<file path="src/rtl/trivium_pkg.sv">
// ---------------------------------------------------------------------------
// trivium_pkg
// Shared constants and types for the Trivium keystream core.
//   - geometry of the 288-bit state and its three shift registers
//   - tap positions, written with the 1-based numbering s(1..288) of the
//     cipher description. Subtract one to get a vector bit index.
//   - warm-up length and rounds applied per clock
//   - FSM state enum and the key/IV load helper
// ---------------------------------------------------------------------------
package trivium_pkg;

  localparam int STATE_LEN        = 288;
  localparam int KEY_LEN          = 80;
  localparam int IV_LEN           = 80;
  localparam int WARMUP_ROUNDS    = 1152;
  localparam int ROUNDS_PER_CYCLE = 8;
  localparam int WARMUP_CYCLES    = WARMUP_ROUNDS / ROUNDS_PER_CYCLE;
  localparam int CNT_W            = 8;

  // Last 1-based position of each shift register: A = s1..s93,
  // B = s94..s177, C = s178..s288.
  localparam int A_END = 93;
  localparam int B_END = 177;
  localparam int C_END = 288;

  // Tap positions (1-based).
  localparam int T1_OUT_A = 66;
  localparam int T1_OUT_B = 93;
  localparam int T1_AND_A = 91;
  localparam int T1_AND_B = 92;
  localparam int T1_FB    = 171;

  localparam int T2_OUT_A = 162;
  localparam int T2_OUT_B = 177;
  localparam int T2_AND_A = 175;
  localparam int T2_AND_B = 176;
  localparam int T2_FB    = 264;

  localparam int T3_OUT_A = 243;
  localparam int T3_OUT_B = 288;
  localparam int T3_AND_A = 286;
  localparam int T3_AND_B = 287;
  localparam int T3_FB    = 69;

  typedef logic [STATE_LEN-1:0] trv_state_t;

  typedef enum logic [1:0] {
    ST_INIT,
    ST_READY,
    ST_REFILL
  } state_e;

  // Builds the load value. Bit (i-1) of the vector holds s(i).
  // The key fills s1..s80 and the IV fills s94..s173. s286..s288 are set
  // to one. Every other bit is zero.
  function automatic trv_state_t load_state(input logic [KEY_LEN-1:0] key,
                                            input logic [IV_LEN-1:0]  iv);
    trv_state_t s;
    s                           = '0;
    s[KEY_LEN-1:0]              = key;
    s[A_END+IV_LEN-1:A_END]     = iv;
    s[C_END-1:C_END-3]          = 3'b111;
    return s;
  endfunction

endpackage

</file>
<file path="src/rtl/trivium_if.sv">
// ---------------------------------------------------------------------------
// trivium_if
// Keystream handshake between the core (producer) and its consumer.
//   keystream_byte  : current keystream byte (producer -> consumer)
//   keystream_valid : byte is fresh and not yet consumed (producer -> consumer)
//   keystream_read  : consumer acknowledges the current byte (consumer -> producer)
// Modports:
//   master : producer side (the core)
//   slave  : consumer side
// ---------------------------------------------------------------------------
interface trivium_if;

  logic       keystream_read;
  logic [7:0] keystream_byte;
  logic       keystream_valid;

  modport master (
    input  keystream_read,
    output keystream_byte,
    output keystream_valid
  );

  modport slave (
    output keystream_read,
    input  keystream_byte,
    input  keystream_valid
  );

endinterface

</file>
<file path="src/rtl/trivium_round.sv">
// ---------------------------------------------------------------------------
// trivium_round
// One purely combinational Trivium round.
//   s_in  : 288-bit state before the round (bit i-1 = s(i))
//   s_out : 288-bit state after the round
//   z     : keystream bit produced by this round
// ---------------------------------------------------------------------------
module trivium_round
  import trivium_pkg::*;
(
  input  trv_state_t s_in,
  output trv_state_t s_out,
  output logic       z
);

  logic t1, t2, t3;
  logic t1_fb, t2_fb, t3_fb;

  always_comb begin
    t1 = s_in[T1_OUT_A-1] ^ s_in[T1_OUT_B-1];
    t2 = s_in[T2_OUT_A-1] ^ s_in[T2_OUT_B-1];
    t3 = s_in[T3_OUT_A-1] ^ s_in[T3_OUT_B-1];

    z  = t1 ^ t2 ^ t3;

    t1_fb = t1 ^ (s_in[T1_AND_A-1] & s_in[T1_AND_B-1]) ^ s_in[T1_FB-1];
    t2_fb = t2 ^ (s_in[T2_AND_A-1] & s_in[T2_AND_B-1]) ^ s_in[T2_FB-1];
    t3_fb = t3 ^ (s_in[T3_AND_A-1] & s_in[T3_AND_B-1]) ^ s_in[T3_FB-1];

    // Each register shifts one place toward higher indices. Its last bit
    // falls off, and the feedback from the other register enters at its
    // first bit: t3 into A, t1 into B, t2 into C.
    s_out = {s_in[C_END-2:B_END], t2_fb,
             s_in[B_END-2:A_END], t1_fb,
             s_in[A_END-2:0],     t3_fb};
  end

endmodule

</file>
<file path="src/rtl/trivium_core.sv">
// ---------------------------------------------------------------------------
// trivium_core
// Trivium keystream generator that produces one byte per handshake.
// After reset it runs a 144-cycle warm-up, which is 1152 discarded rounds.
// Every state update then applies 8 chained rounds and packs the output
// bits LSB-first into a byte.
// Parameters:
//   KEY : 80-bit key. KEY[i-1] goes to s(i).
//   IV  : 80-bit initialisation vector. IV[i-1] goes to s(93+i).
// Ports:
//   clk : rising-edge clock
//   rst : asynchronous active-high reset. It reloads key/IV and restarts
//         the warm-up.
//   ks  : trivium_if.master. Carries keystream_byte, keystream_valid and
//         keystream_read.
// ---------------------------------------------------------------------------
module trivium_core
  import trivium_pkg::*;
#(
  parameter logic [KEY_LEN-1:0] KEY = '0,
  parameter logic [IV_LEN-1:0]  IV  = '0
) (
  input  logic     clk,
  input  logic     rst,
  trivium_if.master ks
);

  trv_state_t                  chain [ROUNDS_PER_CYCLE+1];
  logic [ROUNDS_PER_CYCLE-1:0] z_bits;

  state_e          state_q, state_d;
  trv_state_t      trv_q,   trv_d;
  logic [CNT_W-1:0] cnt_q,  cnt_d;
  logic [7:0]      byte_q,  byte_d;
  logic            valid_q, valid_d;
  // Set once a read has been honoured. It stays set while the consumer
  // keeps keystream_read high, so a long read consumes only one byte.
  logic            hold_q,  hold_d;

  assign chain[0] = trv_q;

  // The output of round r becomes byte bit r, so the first bit is the LSB.
  for (genvar r = 0; r < ROUNDS_PER_CYCLE; r++) begin : g_round
    trivium_round u_round (
      .s_in  (chain[r]),
      .s_out (chain[r+1]),
      .z     (z_bits[r])
    );
  end

  always_comb begin
    // NOTE: every signal driven here gets a default first. A path that
    // leaves one unassigned would infer a latch.
    state_d = state_q;
    trv_d   = trv_q;
    cnt_d   = cnt_q;
    byte_d  = byte_q;
    valid_d = valid_q;
    hold_d  = ks.keystream_read & hold_q;

    unique case (state_q)
      ST_INIT: begin
        trv_d = chain[ROUNDS_PER_CYCLE];
        // The 144 warm-up cycles discard their output. The cycle after
        // them is the first one whose byte is kept.
        if (cnt_q == CNT_W'(WARMUP_CYCLES)) begin
          byte_d  = z_bits;
          valid_d = 1'b1;
          state_d = ST_READY;
        end else begin
          cnt_d = cnt_q + 1'b1;
        end
      end

      ST_READY: begin
        // With no new read, state and byte hold, so no byte is skipped.
        if (ks.keystream_read && !hold_q) begin
          valid_d = 1'b0;
          hold_d  = 1'b1;
          state_d = ST_REFILL;
        end
      end

      ST_REFILL: begin
        trv_d   = chain[ROUNDS_PER_CYCLE];
        byte_d  = z_bits;
        valid_d = 1'b1;
        state_d = ST_READY;
      end

      default: state_d = ST_INIT;
    endcase
  end

  // NOTE: the 288-bit state is a set of flip-flops, not a memory, so it is
  // reset here like any other register. Reset reloads the key and IV.
  always_ff @(posedge clk or posedge rst) begin
    if (rst) begin
      state_q <= ST_INIT;
      trv_q   <= load_state(KEY, IV);
      cnt_q   <= '0;
      byte_q  <= 8'h00;
      valid_q <= 1'b0;
      hold_q  <= 1'b0;
    end else begin
      // NOTE: non-blocking assignments give all registers a simultaneous
      // update, whatever order they are written in.
      state_q <= state_d;
      trv_q   <= trv_d;
      cnt_q   <= cnt_d;
      byte_q  <= byte_d;
      valid_q <= valid_d;
      hold_q  <= hold_d;
    end
  end

  assign ks.keystream_byte  = byte_q;
  assign ks.keystream_valid = valid_q;

endmodule

</file>
<file path="src/flat_wrapper.sv">
// flat-port wrapper written by rule: the top's interface ports become plain ports
module trivium_core_flat import trivium_pkg::*;
#(
  parameter logic [KEY_LEN-1:0] KEY = '0,
  parameter logic [IV_LEN-1:0]  IV  = '0
)
  (clk, rst, ks_keystream_read, ks_keystream_byte, ks_keystream_valid);
  trivium_if ks_i ();
  input  logic clk;
  input  logic rst;
  input wire logic [$bits(ks_i.keystream_read)-1:0] ks_keystream_read;
  output wire logic [$bits(ks_i.keystream_byte)-1:0] ks_keystream_byte;
  output wire logic [$bits(ks_i.keystream_valid)-1:0] ks_keystream_valid;
  assign ks_i.keystream_read = ks_keystream_read;
  assign ks_keystream_byte = ks_i.keystream_byte;
  assign ks_keystream_valid = ks_i.keystream_valid;
  trivium_core #(.KEY(KEY), .IV(IV)) u_core (.clk(clk), .rst(rst), .ks(ks_i));
endmodule
</file>
<file path="config.mk">
export PLATFORM = sky130hd
export DESIGN_NAME = trivium_core_flat
export DESIGN_NICKNAME = d
export VERILOG_FILES = /design/src/rtl/trivium_pkg.sv /design/src/rtl/trivium_if.sv /design/src/rtl/trivium_round.sv /design/src/rtl/trivium_core.sv /design/src/flat_wrapper.sv
export SDC_FILE = /design/constraint.sdc
export NUM_CORES = 1
export LEC_CHECK = 0
export ABC_AREA = 1
export CAP_MARGIN = 40
export CORE_ASPECT_RATIO = 1.25
export CORE_UTILIZATION = 35
export CTS_BUF_LIST = sky130_fd_sc_hd__clkbuf_8
export CTS_CLUSTER_DIAMETER = 40
export DETAILED_ROUTE_END_ITERATION = 16
export HOLD_SLACK_MARGIN = 0.03
export RECOVER_POWER = 25
export SYNTH_ARGS = -nofsm -noshare
export SYNTH_HDL_FRONTEND = slang
export SYNTH_SLANG_ARGS = --single-unit
</file>
<file path="constraint.sdc">
create_clock -name clk -period 11.2 [get_ports clk]
set_input_delay 3.36 -clock clk [delete_from_list [all_inputs] [get_ports clk]]
set_output_delay 3.36 -clock clk [all_outputs]
set_load 0.02 [all_outputs]
</file>
==> flow_metrics.py <==
metrics = {
    "status": {
        "run_status": "finished, violations left",
        "failed_checks": "capacitance limit, slew limit",
    },
    "sta": {
        "timing.setup.tns_ns": 0,
        "worstMarginPinSlew_ns": 4.84,
        "min_period_ns": 6.91,
        "hold_violations": 0,
        "period_share_pct": 61.7,
        "timing.fmax_mhz": 145,
        "grt_setup_unrepaired": "false",
        "clock_skew_ns": 0.0163,
        "slew_violations": 287,
        "finalSetupViolCount": 0,
        "slew_headroom_pct": -224,
    },
    "worst_hold_path": {
        "min_path_cells": 2,
        "timing.hold.worst.class": "reg2reg",
    },
    "floorplan": {
        "die_height_um": 218,
        "io_pins": 12,
        "core.rowCount": 78,
        "die_x_um": 175,
        "coreArea_um2": 36600,
        "initial_utilization_pct": 35.8,
        "design.die.area_um2": 38200,
    },
    "drt": {
        "ant_nets": 0,
        "num_vias": 9327,
        "dr_wl_met2_um": 12000,
        "top_layer": "met4",
        "detail_route.wirelength_um": 26000,
        "drt-met1-wl_um": 12600,
        "number_of_remaining_drc_errors": 0,
        "met3WireLength_um": 905,
        "drt-wirelength-per-cell_um": 12.7,
        "drtPass1Iterations": 5,
        "route.detailed.vias_per_inst": 4.54,
        "detail_route.iter0.violations": 526,
    },
    "place": {
        "dpl-instance-area_um2": 13500,
        "numPortBuffers": 11,
        "hpwlAfterDp_um": 16300,
        "place.gp.congestion": 0.799,
    },
    "yosys": {
        "synth_edf_count": 0,
        "synth_top_flop_cell": "dfrtp_1",
        "netlist_instances": 1520,
        "synth-seq-cells": 308,
        "cell_area_after_technology_mapping_um2": 13100,
        "synthesis.nets": 1529,
        "sequential_area_share_after_synthesis_pct": 58.9,
        "async_s_r_ff_share_synth_pct": 100,
        "yosys.cell_types.count": 24,
        "post_synth.cell_area_avg_um2": 8.62,
        "ys.warnings.count": 0,
    },
    "setup_path": {
        "worst_setup_path_end_kind": "flop",
        "timing.critical_path.cells": "inv_1 -> ha_1 -> nor2_1 -> clkinvlp_2 -> clkbuf_1 -> buf_16 -> nand3_1 -> nand2_1",
        "critical-path-max-stage-delay_ns": 3.57,
        "worst-path-max-fanout": 160,
        "timing.critical_path.arrival_ns": 7.35,
        "crit_type": "reg2reg",
        "worst_path_max_delay_cell": "clkinvlp_2",
        "worst-endpoint-required_ns": 11.64,
        "worst-r2r-cell-count": 8,
        "nature_of_the_critical_path_startpoint": "flop",
    },
    "global_routing": {
        "grt_start_max_net_pins": 179,
        "grt_antenna_before_repair": 0,
        "vias_in_the_first_global_route": 9128,
        "grt_pass1_wl_um": 44600,
        "grt.overflow.total": 0,
        "global_route.usage.total_pct": 14.1,
    },
    "clocking": {
        "htree_num_levels": 2,
        "count_of_instances_resized_after_the_clock_tree_is_built": 0,
        "clock_tree_from_tritoncts": "built",
        "worst_skew_pair.late_latency_ns": 0.57,
        "cts.sink_count": 308,
        "clk_transition_reported_paths_ns": 0.06,
        "cts.repair_timing.setup_buffer_count": 0,
        "cts-hold-fix-buffers": 0,
        "clockRootBuffer": "clkbuf_8",
        "cts-buffers-inserted": 54,
        "cts-root-to-sink-buffers": 3,
    },
    "cells_and_area": {
        "num_antenna_cells": 0,
        "finalNetCount": 1542,
        "design_area_um2": 14700,
        "synthToLayoutAreaGrowth_pct": 12.6,
        "drive_above_1_share_pct": 6.47,
    },
    "power": {
        "p_switching_mw": 0.481,
        "internal_power_mw": 1.82,
        "p_seq_share_pct": 48.5,
        "power.ir.vdd_worst_uv": 75.0,
        "powerDensity_nw_per_um2": 156,
        "power.clock.fraction_pct": 50.5,
        "netSwitchingFraction_pct": 20.9,
        "cellLeakagePower_nw": 6.96,
        "power_mw": 2.30,
        "comb_power_share_pct": 1.0,
    },
    "flow_run": {
        "timing.max_cap.violations": 3,
    },
}
==> cells in the mapped netlist (3+ instances only) <==
master | instances | share of area [%]
o21ai_0 | 239 | 9.1
nor2_1 | 5 | 0.14
o21ai_2 | 3 | 0.20
dfrtp_1 | 305 | 58
dfstp_2 | 3 | 0.60
buf_4 | 12 | 0.69
clkbuf_1 | 22 | 0.63
buf_2 | 13 | 0.50
ha_1 | 6 | 0.57
xnor2_1 | 3 | 0.20
xor2_1 | 32 | 2.1
inv_1 | 201 | 5.8
nand3_1 | 41 | 1.6
o21ai_1 | 21 | 0.80
nand2_1 | 587 | 17
buf_6 | 17 | 1.5
==> cell type report <==
class | count | area [µm²]
flip-flops and latches | 308 | 7710
clock buffers | 77 | 1060
well taps | 480 | 601
fillers | 3673 | 21900
multi-input cells | 945 | 4170
inverters | 203 | 767
repair buffers | 21 | 231
clock inverters | 22 | 205
==> power by group through the flow <==
stage / clock (mW) / combinational (mW) / sequential [mW]
floorplan: 0 / 0.0163 / 1.13
global placement: 0 / 0.0245 / 1.13
detailed placement: 0 / 0.0248 / 1.13
CTS: 1.19 / 0.0248 / 1.11
global route: 1.24 / 0.0277 / 1.11
finish: 1.16 / 0.0229 / 1.11
==> final timing paths <==
check / from / endpoint / slack (ns)
max: u_core.state_q[0]$_DFFE_PP0P_ / u_core.trv_q[184]$_DFFE_PP0P_ / 4.29
min: u_core.trv_q[181]$_DFFE_PP0P_ / u_core.trv_q[189]$_DFFE_PP0P_ / 0.47
max reg2reg: u_core.state_q[0]$_DFFE_PP0P_ / u_core.trv_q[184]$_DFFE_PP0P_ / 4.29
min reg2reg: u_core.trv_q[181]$_DFFE_PP0P_ / u_core.trv_q[189]$_DFFE_PP0P_ / 0.47
max in group asynchronous: rst / u_core.trv_q[181]$_DFFE_PP0P_ / 6.10
min in group asynchronous: rst / u_core.cnt_q[5]$_DFFE_PP0P_ / 3.10
==> placed cells by master, fill, tap and decap left out, drive strengths merged <==
cell	count
buf	7
bufinv	4
clkbuf	80
clkdlybuf4s50	11
clkinv	5
clkinvlp	5
dfrtp	305
dfstp	3
ha	6
inv	211
nand2	589
nand3	41
nand3b	1
nand4	2
nor2	6
nor3	1
o21ai	263
or2	1
xnor2	3
xor2	32
==> flip-flops by register name, indices dropped and copies added (netlist names) <==
register / count
u_core.trv_q: 288
u_core.cnt_q: 8
u_core.ks.keystream_byte: 8
u_core.state_q: 2
u_core.hold_q: 1
u_core.ks.keystream_valid: 1
==> critical path, delay by kind of cell (launching register included) <==
kind | cells | cell delay (ns)
buffers and inverters | 4 | 5.51
AND/OR/NAND/NOR | 3 | 0.42
flip-flops | 1 | 0.40
adder cells (fa/ha/maj) | 1 | 0.25
==> metal layers <==
layer | GRT usage [%] | vias to the layer above
met2 | 22.1 | 145
met5 | 0 | -
met1 | 19.7 | 4445
met4 | 4.75 | 0
met3 | 2.40 | 42
li1 | - | 4695
==> kinds of logic (layout without fill, tap and decap cells) <==
group,Yosys count,in the layout,share of synthesized area [%]
xor gates and xnor gates,35,35,2.34
DFF,308,308,58.9
buffers and inverters,267,323,9.11
and+or+nand+nor,641,641,19.0
adders and majority gates,6,6,0.573
AOI/OAI and AO/OA,263,263,10.1
==> per-stage QoR <==
step / setup slack, ns / util (%) / hold WS, ns / std cells
floorplan: 3.74 / - / 0.442 / 1520
global placement: 5.51 / 36.8 / 0.454 / 1954
detailed placement: 5.48 / 36.9 / 0.464 / 1957
CTS: 6.08 / 40.4 / 0.475 / 2056
global route: 3.45 / 40.3 / 0.501 / 2056
finish: 4.29 / 40.3 / 0.473 / 2056
Power figures use the tool's default switching activity.
